[config.mk]
export PLATFORM = sky130hd
export DESIGN_NAME = branch_resolver
export DESIGN_NICKNAME = d
export VERILOG_FILES = /design/src/rtl/branch_pkg.sv /design/src/rtl/branch_resolver_pht.sv /design/src/rtl/branch_resolver.sv
export SDC_FILE = /design/constraint.sdc
export NUM_CORES = 1
export LEC_CHECK = 0
export CAP_MARGIN = 5
export CORE_MARGIN = 10
export CORE_UTILIZATION = 47
export CTS_CLUSTER_DIAMETER = 100
export DETAILED_ROUTE_END_ITERATION = 16
export HOLD_SLACK_MARGIN = 0.03
export PLACE_DENSITY = 0.8
export RECOVER_POWER = 25
export SYNTH_ARGS = -nofsm -noshare
export SYNTH_HDL_FRONTEND = slang
export SYNTH_HIERARCHICAL = 1
export SYNTH_SLANG_ARGS = --single-unit
[constraint.sdc]
create_clock -name clk -period 3.4 [get_ports clk]
set_clock_uncertainty 0.15 [all_clocks]
set_input_delay 0.68 -clock clk [delete_from_list [all_inputs] [get_ports clk]]
set_output_delay 0.68 -clock clk [all_outputs]
set_load 0.1 [all_outputs]
[src/rtl/branch_pkg.sv]
// Shared definitions for the execute-stage branch resolver and the BTB.
package branch_pkg;

  // Resolver control state: RUN resolves EX, SHADOW drops one wrong-path slot.
  typedef enum logic {
    RUN    = 1'b0,
    SHADOW = 1'b1
  } state_t;

  // Direction-table index starts at the word offset of the PC.
  localparam int PHT_IDX_LSB = 2;

  // Counters come out of reset weakly not-taken.
  localparam logic [1:0] PHT_CTR_RESET = 2'b01;
  localparam logic [1:0] PHT_CTR_MAX   = 2'b11;
  localparam logic [1:0] PHT_CTR_MIN   = 2'b00;

  // BTB line type encoding, shared with the BTB itself.
  localparam logic BTB_TYPE_BRANCH = 1'b1;
  localparam logic BTB_TYPE_JUMP   = 1'b0;

  // Saturating 2-bit counter step toward the resolved direction.
  function automatic logic [1:0] pht_next(input logic [1:0] ctr, input logic taken);
    logic [1:0] nxt;
    nxt = ctr;
    if (taken) begin
      if (ctr != PHT_CTR_MAX) nxt = ctr + 2'd1;
    end else begin
      if (ctr != PHT_CTR_MIN) nxt = ctr - 2'd1;
    end
    return nxt;
  endfunction

endpackage

[src/rtl/branch_resolver_pht.sv]
// Bimodal direction table: 2-bit saturating counters, one combinational read
// port for IF and one update port driven by branch resolution in EX.
module bimodal_pht
  import branch_pkg::*;
#(
  parameter int ENTRIES = 16
) (
  input  logic        clk,
  input  logic        rst,
  input  logic [31:0] rd_pc,
  output logic        rd_taken,
  input  logic        upd_en,
  input  logic [31:0] upd_pc,
  input  logic        upd_taken
);

  // At least two entries so the index is never zero bits wide.
  localparam int IDX_W = (ENTRIES > 1) ? $clog2(ENTRIES) : 1;

  logic [1:0]       ctr [ENTRIES];
  logic [IDX_W-1:0] rd_idx;
  logic [IDX_W-1:0] upd_idx;
  logic             unused_pc_bits;

  assign rd_idx  = rd_pc[PHT_IDX_LSB +: IDX_W];
  assign upd_idx = upd_pc[PHT_IDX_LSB +: IDX_W];

  // Only the index bits of the PCs select a counter; the rest are don't-care.
  assign unused_pc_bits = ^{rd_pc, upd_pc};

  // Prediction is the counter MSB; reads see the pre-update value (no bypass).
  always_comb begin
    rd_taken = ctr[rd_idx][1];
  end

  // Counter array: synchronous reset to weakly not-taken, else train on update.
  always_ff @(posedge clk) begin
    if (rst) begin
      for (int i = 0; i < ENTRIES; i++) begin
        ctr[i] <= PHT_CTR_RESET;
      end
    end else if (upd_en) begin
      ctr[upd_idx] <= pht_next(ctr[upd_idx], upd_taken);
    end
  end

endmodule

[src/rtl/branch_resolver.sv]
// Execute-stage branch resolution: compares the actual outcome of each branch
// or jump with the prediction made in IF, raises a registered flush/redirect
// on a mispredict, issues BTB writes, trains the direction table and keeps
// branch/mispredict statistics.
module branch_resolver
  import branch_pkg::*;
#(
  parameter int PHT_ENTRIES = 16
) (
  input  logic        clk,
  input  logic        rst,
  input  logic [31:0] IF_pc,
  output logic        IF_pred_taken,
  input  logic        EX_valid,
  input  logic        EX_Branch,
  input  logic        EX_Jump,
  input  logic [31:0] EX_pc,
  input  logic        EX_taken,
  input  logic [31:0] EX_target,
  input  logic        EX_pred_hit,
  input  logic        EX_pred_taken,
  input  logic [31:0] EX_pred_target,
  output logic        flush,
  output logic [31:0] redirect_pc,
  output logic        btb_write,
  output logic [31:0] btb_pc,
  output logic [31:0] btb_target,
  output logic        btb_branch,
  output logic [31:0] branch_count,
  output logic [31:0] mispredict_count
);

  state_t      state;
  state_t      state_next;
  logic        res;
  logic        act;
  logic        target_diff;
  logic        mispredict;
  logic        btb_req;
  logic        count_branch;
  logic        pht_upd;
  logic [31:0] redirect_next;

  bimodal_pht #(
    .ENTRIES (PHT_ENTRIES)
  ) u_pht (
    .clk       (clk),
    .rst       (rst),
    .rd_pc     (IF_pc),
    .rd_taken  (IF_pred_taken),
    .upd_en    (pht_upd),
    .upd_pc    (EX_pc),
    .upd_taken (EX_taken)
  );

  // Resolve compare: actual direction, mispredict detection, BTB write request.
  always_comb begin
    res           = EX_valid && (state == RUN);
    act           = EX_Jump | (EX_Branch & EX_taken);
    target_diff   = (EX_pred_target != EX_target);
    mispredict    = res && ((act != EX_pred_taken) || (act && EX_pred_taken && target_diff));
    btb_req       = res && act && (!EX_pred_hit || target_diff);
    count_branch  = res && (EX_Branch || EX_Jump);
    pht_upd       = res && EX_Branch;
    redirect_next = act ? EX_target : (EX_pc + 32'd4);
  end

  // State register.
  always_ff @(posedge clk) begin
    if (rst) state <= RUN;
    else     state <= state_next;
  end

  // Next state: a mispredict opens a single wrong-path shadow cycle.
  always_comb begin
    state_next = state;
    case (state)
      RUN:     if (mispredict) state_next = SHADOW;
      SHADOW:  state_next = RUN;
      default: state_next = RUN;
    endcase
  end

  // Flush/redirect register; the address is only loaded when a flush is raised.
  always_ff @(posedge clk) begin
    if (rst) begin
      flush       <= 1'b0;
      redirect_pc <= '0;
    end else begin
      flush <= mispredict;
      if (mispredict) redirect_pc <= redirect_next;
    end
  end

  // BTB write port register; the line payload is captured with the strobe.
  always_ff @(posedge clk) begin
    if (rst) begin
      btb_write  <= 1'b0;
      btb_pc     <= '0;
      btb_target <= '0;
      btb_branch <= 1'b0;
    end else begin
      btb_write <= btb_req;
      if (btb_req) begin
        btb_pc     <= EX_pc;
        btb_target <= EX_target;
        btb_branch <= EX_Branch ? BTB_TYPE_BRANCH : BTB_TYPE_JUMP;
      end
    end
  end

  // Statistics counters, wrapping naturally at 2^32.
  always_ff @(posedge clk) begin
    if (rst) begin
      branch_count     <= '0;
      mispredict_count <= '0;
    end else begin
      if (count_branch) branch_count     <= branch_count + 32'd1;
      if (mispredict)   mispredict_count <= mispredict_count + 32'd1;
    end
  end

endmodule

==> impl_metrics.json, run 1 <==
{
  "finalCriticalPeriod_ns": 3.337,
  "hp-start": "redirect_pc[5]$_SDFFE_PP0P_",
  "ctsHoldBuffers": 0,
  "grt_pass1_vias": 8374,
  "drive_above_1_share": 0.1430,
  "area_growth_pct": 31.81,
  "worstSetupStartpointType": "input port",
  "syn_area_per_cell_um2": 9.315,
  "nets": 1442,
  "tightest_slew_ns": 1.298,
  "relSlewSlack": 0.1381,
  "start_util": 0.4839,
  "grt_max_degree": 77,
  "vias": 8579,
  "setup_violations": 0,
  "antenna_found_initial": 2,
  "grtUsageTotal": 0.2225,
  "grt_overflow": 0,
  "ys_seq_elements": 196,
  "crit_arrival_ns": 2.51,
  "yosysTopAreaCellShare": 0.3452,
  "reg2reg_from": "mispredict_count[15]$_SDFFE_PP0P_",
  "hold_viol": 0,
  "required_ns": 2.57,
  "die_h_um": 162.3,
  "htree_num_levels": 4,
  "status": "complete, no violations",
  "crit_top_cell": "mux4_2",
  "crit_type": "in -> out",
  "wl_mm": 30.05,
  "rows": 51,
  "period_share": 0.9814,
  "hp-class": "reg -> reg",
  "cts.sinks": 196,
  "slowest_stage": "mux4_2",
  "cp-startpoint": "IF_pc[2]",
  "synth_edf_count": 32,
  "place.port_buffers": 271,
  "rsz0062_at_grt": "no",
  "leakagePower_nw": 4.597,
  "wl_per_cell_um": 19.00,
  "die_w_um": 162.3,
  "synthArstFlopShare": 0,
  "ctsResizeCount": 0,
  "cts-root-buf": "clkbuf_16",
  "core_um2": 19650,
  "ys_types": 60,
  "yosys_warnings": 6,
  "drc": 0,
  "ys_top_cells_by_area": "dfxtp_1 35%, edfxtp_1 10%, mux2i_1 7.1%, xor2_1 6.4%, nor2_1 5.5%",
  "place_congestion": 0.8699,
  "grt_pass1_wl_mm": 46.48,
  "clk_pin_slew_worst_paths_ns": 0.07,
  "tns_ns": 0,
  "cts_max_path_buffers": 2,
  "finalPower_w": 0.005983,
  "netlist_area_um2": 9510,
  "ff2ff_setup_slack_ns": 0.88,
  "postRouteAntennaNets": 0,
  "yosysSeqAreaShare": 0.4463,
  "final_max_slew_viol_count": 0,
  "cts_tree": "built",
  "dp_hpwl_mm": 23.05,
  "via_per_inst": 5.423,
  "cts_setup_buffers": 0,
  "fmax_ghz": 0.2997,
  "cp_max_fo": 4,
  "path_cells": "clkdlybuf4s50_1, buf_4, mux4_2, mux4_2, buf_12",
  "max_stage_delay_ns": 0.52,
  "maxCapViolCount": 0,
  "drt_iter0_drc": 508,
  "ir_worst_vdd_v": 0.0003263,
  "die-area_um2": 26330,
  "first_pass_iters": 5,
  "worstSetupEndpointType": "output port",
  "nFillCells": 1685,
  "power.density_nw_per_um2": 477.3,
  "clock_latency_ns": 0.43,
  "syn_nets": 1161,
  "ioPinCount": 300,
  "yosysTopAreaCell": "dfxtp_1",
  "synth_ff_type": "dfxtp_1",
  "cts_buffers": 17,
  "synthCells": 1021
}
==> cell type report <==
cell class	count	area [µm²]	share of cell area
multi-input cells	755	4916	0.3922
flip-flops and latches	196	4244	0.3386
repair buffers	321	2410	0.1922
clock buffers	20	467.9	0.03733
well taps	265	331.6	0.02645
clock inverters	12	120.1	0.009582
inverters	11	41.29	0.003294
diodes	2	5.005	0.0003992
==> synth_stat cells (10+ instances only) <==
cell,instances
dfxtp_1,164
nor2_1,140
nand2_1,127
xor2_1,69
mux2i_1,67
a21oi_1,52
nand3_1,41
clkbuf_1,34
edfxtp_1,32
nand4_1,30
o211ai_1,28
xnor2_1,23
nand2b_1,16
nor4_1,14
nor3_1,12
or3_1,12
buf_2,11
inv_1,11
nor2b_1,11
o21ai_0,10
==> report_power, final <==
| part | switching, W | internal, W |
|---|---|---|
| Combinational | 0.00108 | 0.000385 |
| Clock | 0.000924 | 0.00109 |
| Sequential | 0.0000547 | 0.00245 |
==> placed cells by master (no fill, tap or decap), drive strengths merged, types with 3 or more instances in the layout <==
master / count
o31ai: 5
clkdlybuf4s50: 105
nand2b: 16
and4: 5
dfxtp: 164
edfxtp: 32
or3: 12
clkbuf: 115
xor2: 69
mux2i: 67
mux2: 4
or4: 6
nand3: 42
or2: 6
o21ai: 15
clkinvlp: 3
nor2: 141
o211ai: 28
mux4: 13
nor3: 12
nand2: 128
a2111oi: 7
ha: 4
and3: 9
nor2b: 11
nor4: 18
and2: 6
a31o: 3
a21oi: 52
inv: 15
buf: 120
a311oi: 4
xnor2: 23
nand4: 31
clkinv: 4
==> per-stage QoR <==
stage / cell area, µm² / utilization / hold slack, ns / setup WS [ns] / cells
2_1_floorplan: 9510 / - / 0.6772 / 0.5378 / 1021
3_3_place_gp: 12300 / 0.6258 / 0.2894 / -0.1484 / 1548
3_5_place_dp: 12300 / 0.6258 / 0.2965 / -0.1569 / 1548
4_1_cts: 12890 / 0.6557 / 0.3069 / 0.04267 / 1580
5_1_grt: 12540 / 0.6378 / 0.3196 / 0.01430 / 1582
6_report: 12540 / 0.6378 / 0.3047 / 0.06338 / 1582
==> cells by family after synthesis <==
kind of cell	count (synthesis)	share of synthesized area
flip-flops	196	0.4463
AO/OA/AOI/OAI	124	0.08486
XOR/XNOR	92	0.08473
buffers and inverters	70	0.03934
adder cells (fa/ha/maj)	6	0.008157
AND/OR/NAND/NOR	449	0.2279
multiplexers	84	0.1088
==> layer usage <==
metal,GRT usage,up-vias,part of all wire
met1,0.2581,4077,0.40
met3,0.08316,31,0.093
met5,0,-,0
met4,0.07486,0,0.019
li1,-,4151,-
met2,0.3701,320,0.49
==> state kept, by name, indices dropped and copies added (netlist names) <==
name	count
branch_count	32
btb_pc	32
btb_target	32
mispredict_count	32
redirect_pc	32
u_pht/ctr	32
btb_branch	1
btb_write	1
flush	1
state	1
==> critical path, delay by kind of cell <==
| kind | cells | cell delay (ns) |
|---|---|---|
| buffers and inverters | 3 | 0.79 |
| muxes | 2 | 1.03 |
==> path summary, 6_finish.rpt <==
| kind | endpoint | depth (start not counted) |
|---|---|---|
| min reg2reg | redirect_pc[5]$_SDFFE_PP0P_ | 2 |
| min | redirect_pc[5]$_SDFFE_PP0P_ | 2 |
| max reg2reg | mispredict_count[30]$_SDFFE_PP0P_ | 6 |
| max | IF_pred_taken | 5 |
Power figures use the tool's default switching activity.
==> run 2: changes to the inputs <==
- SKIP_CTS_REPAIR_TIMING: not set -> 1
==> results of run 2 <==
No change in the layout: final DEF, timing and power equal those of run 1.
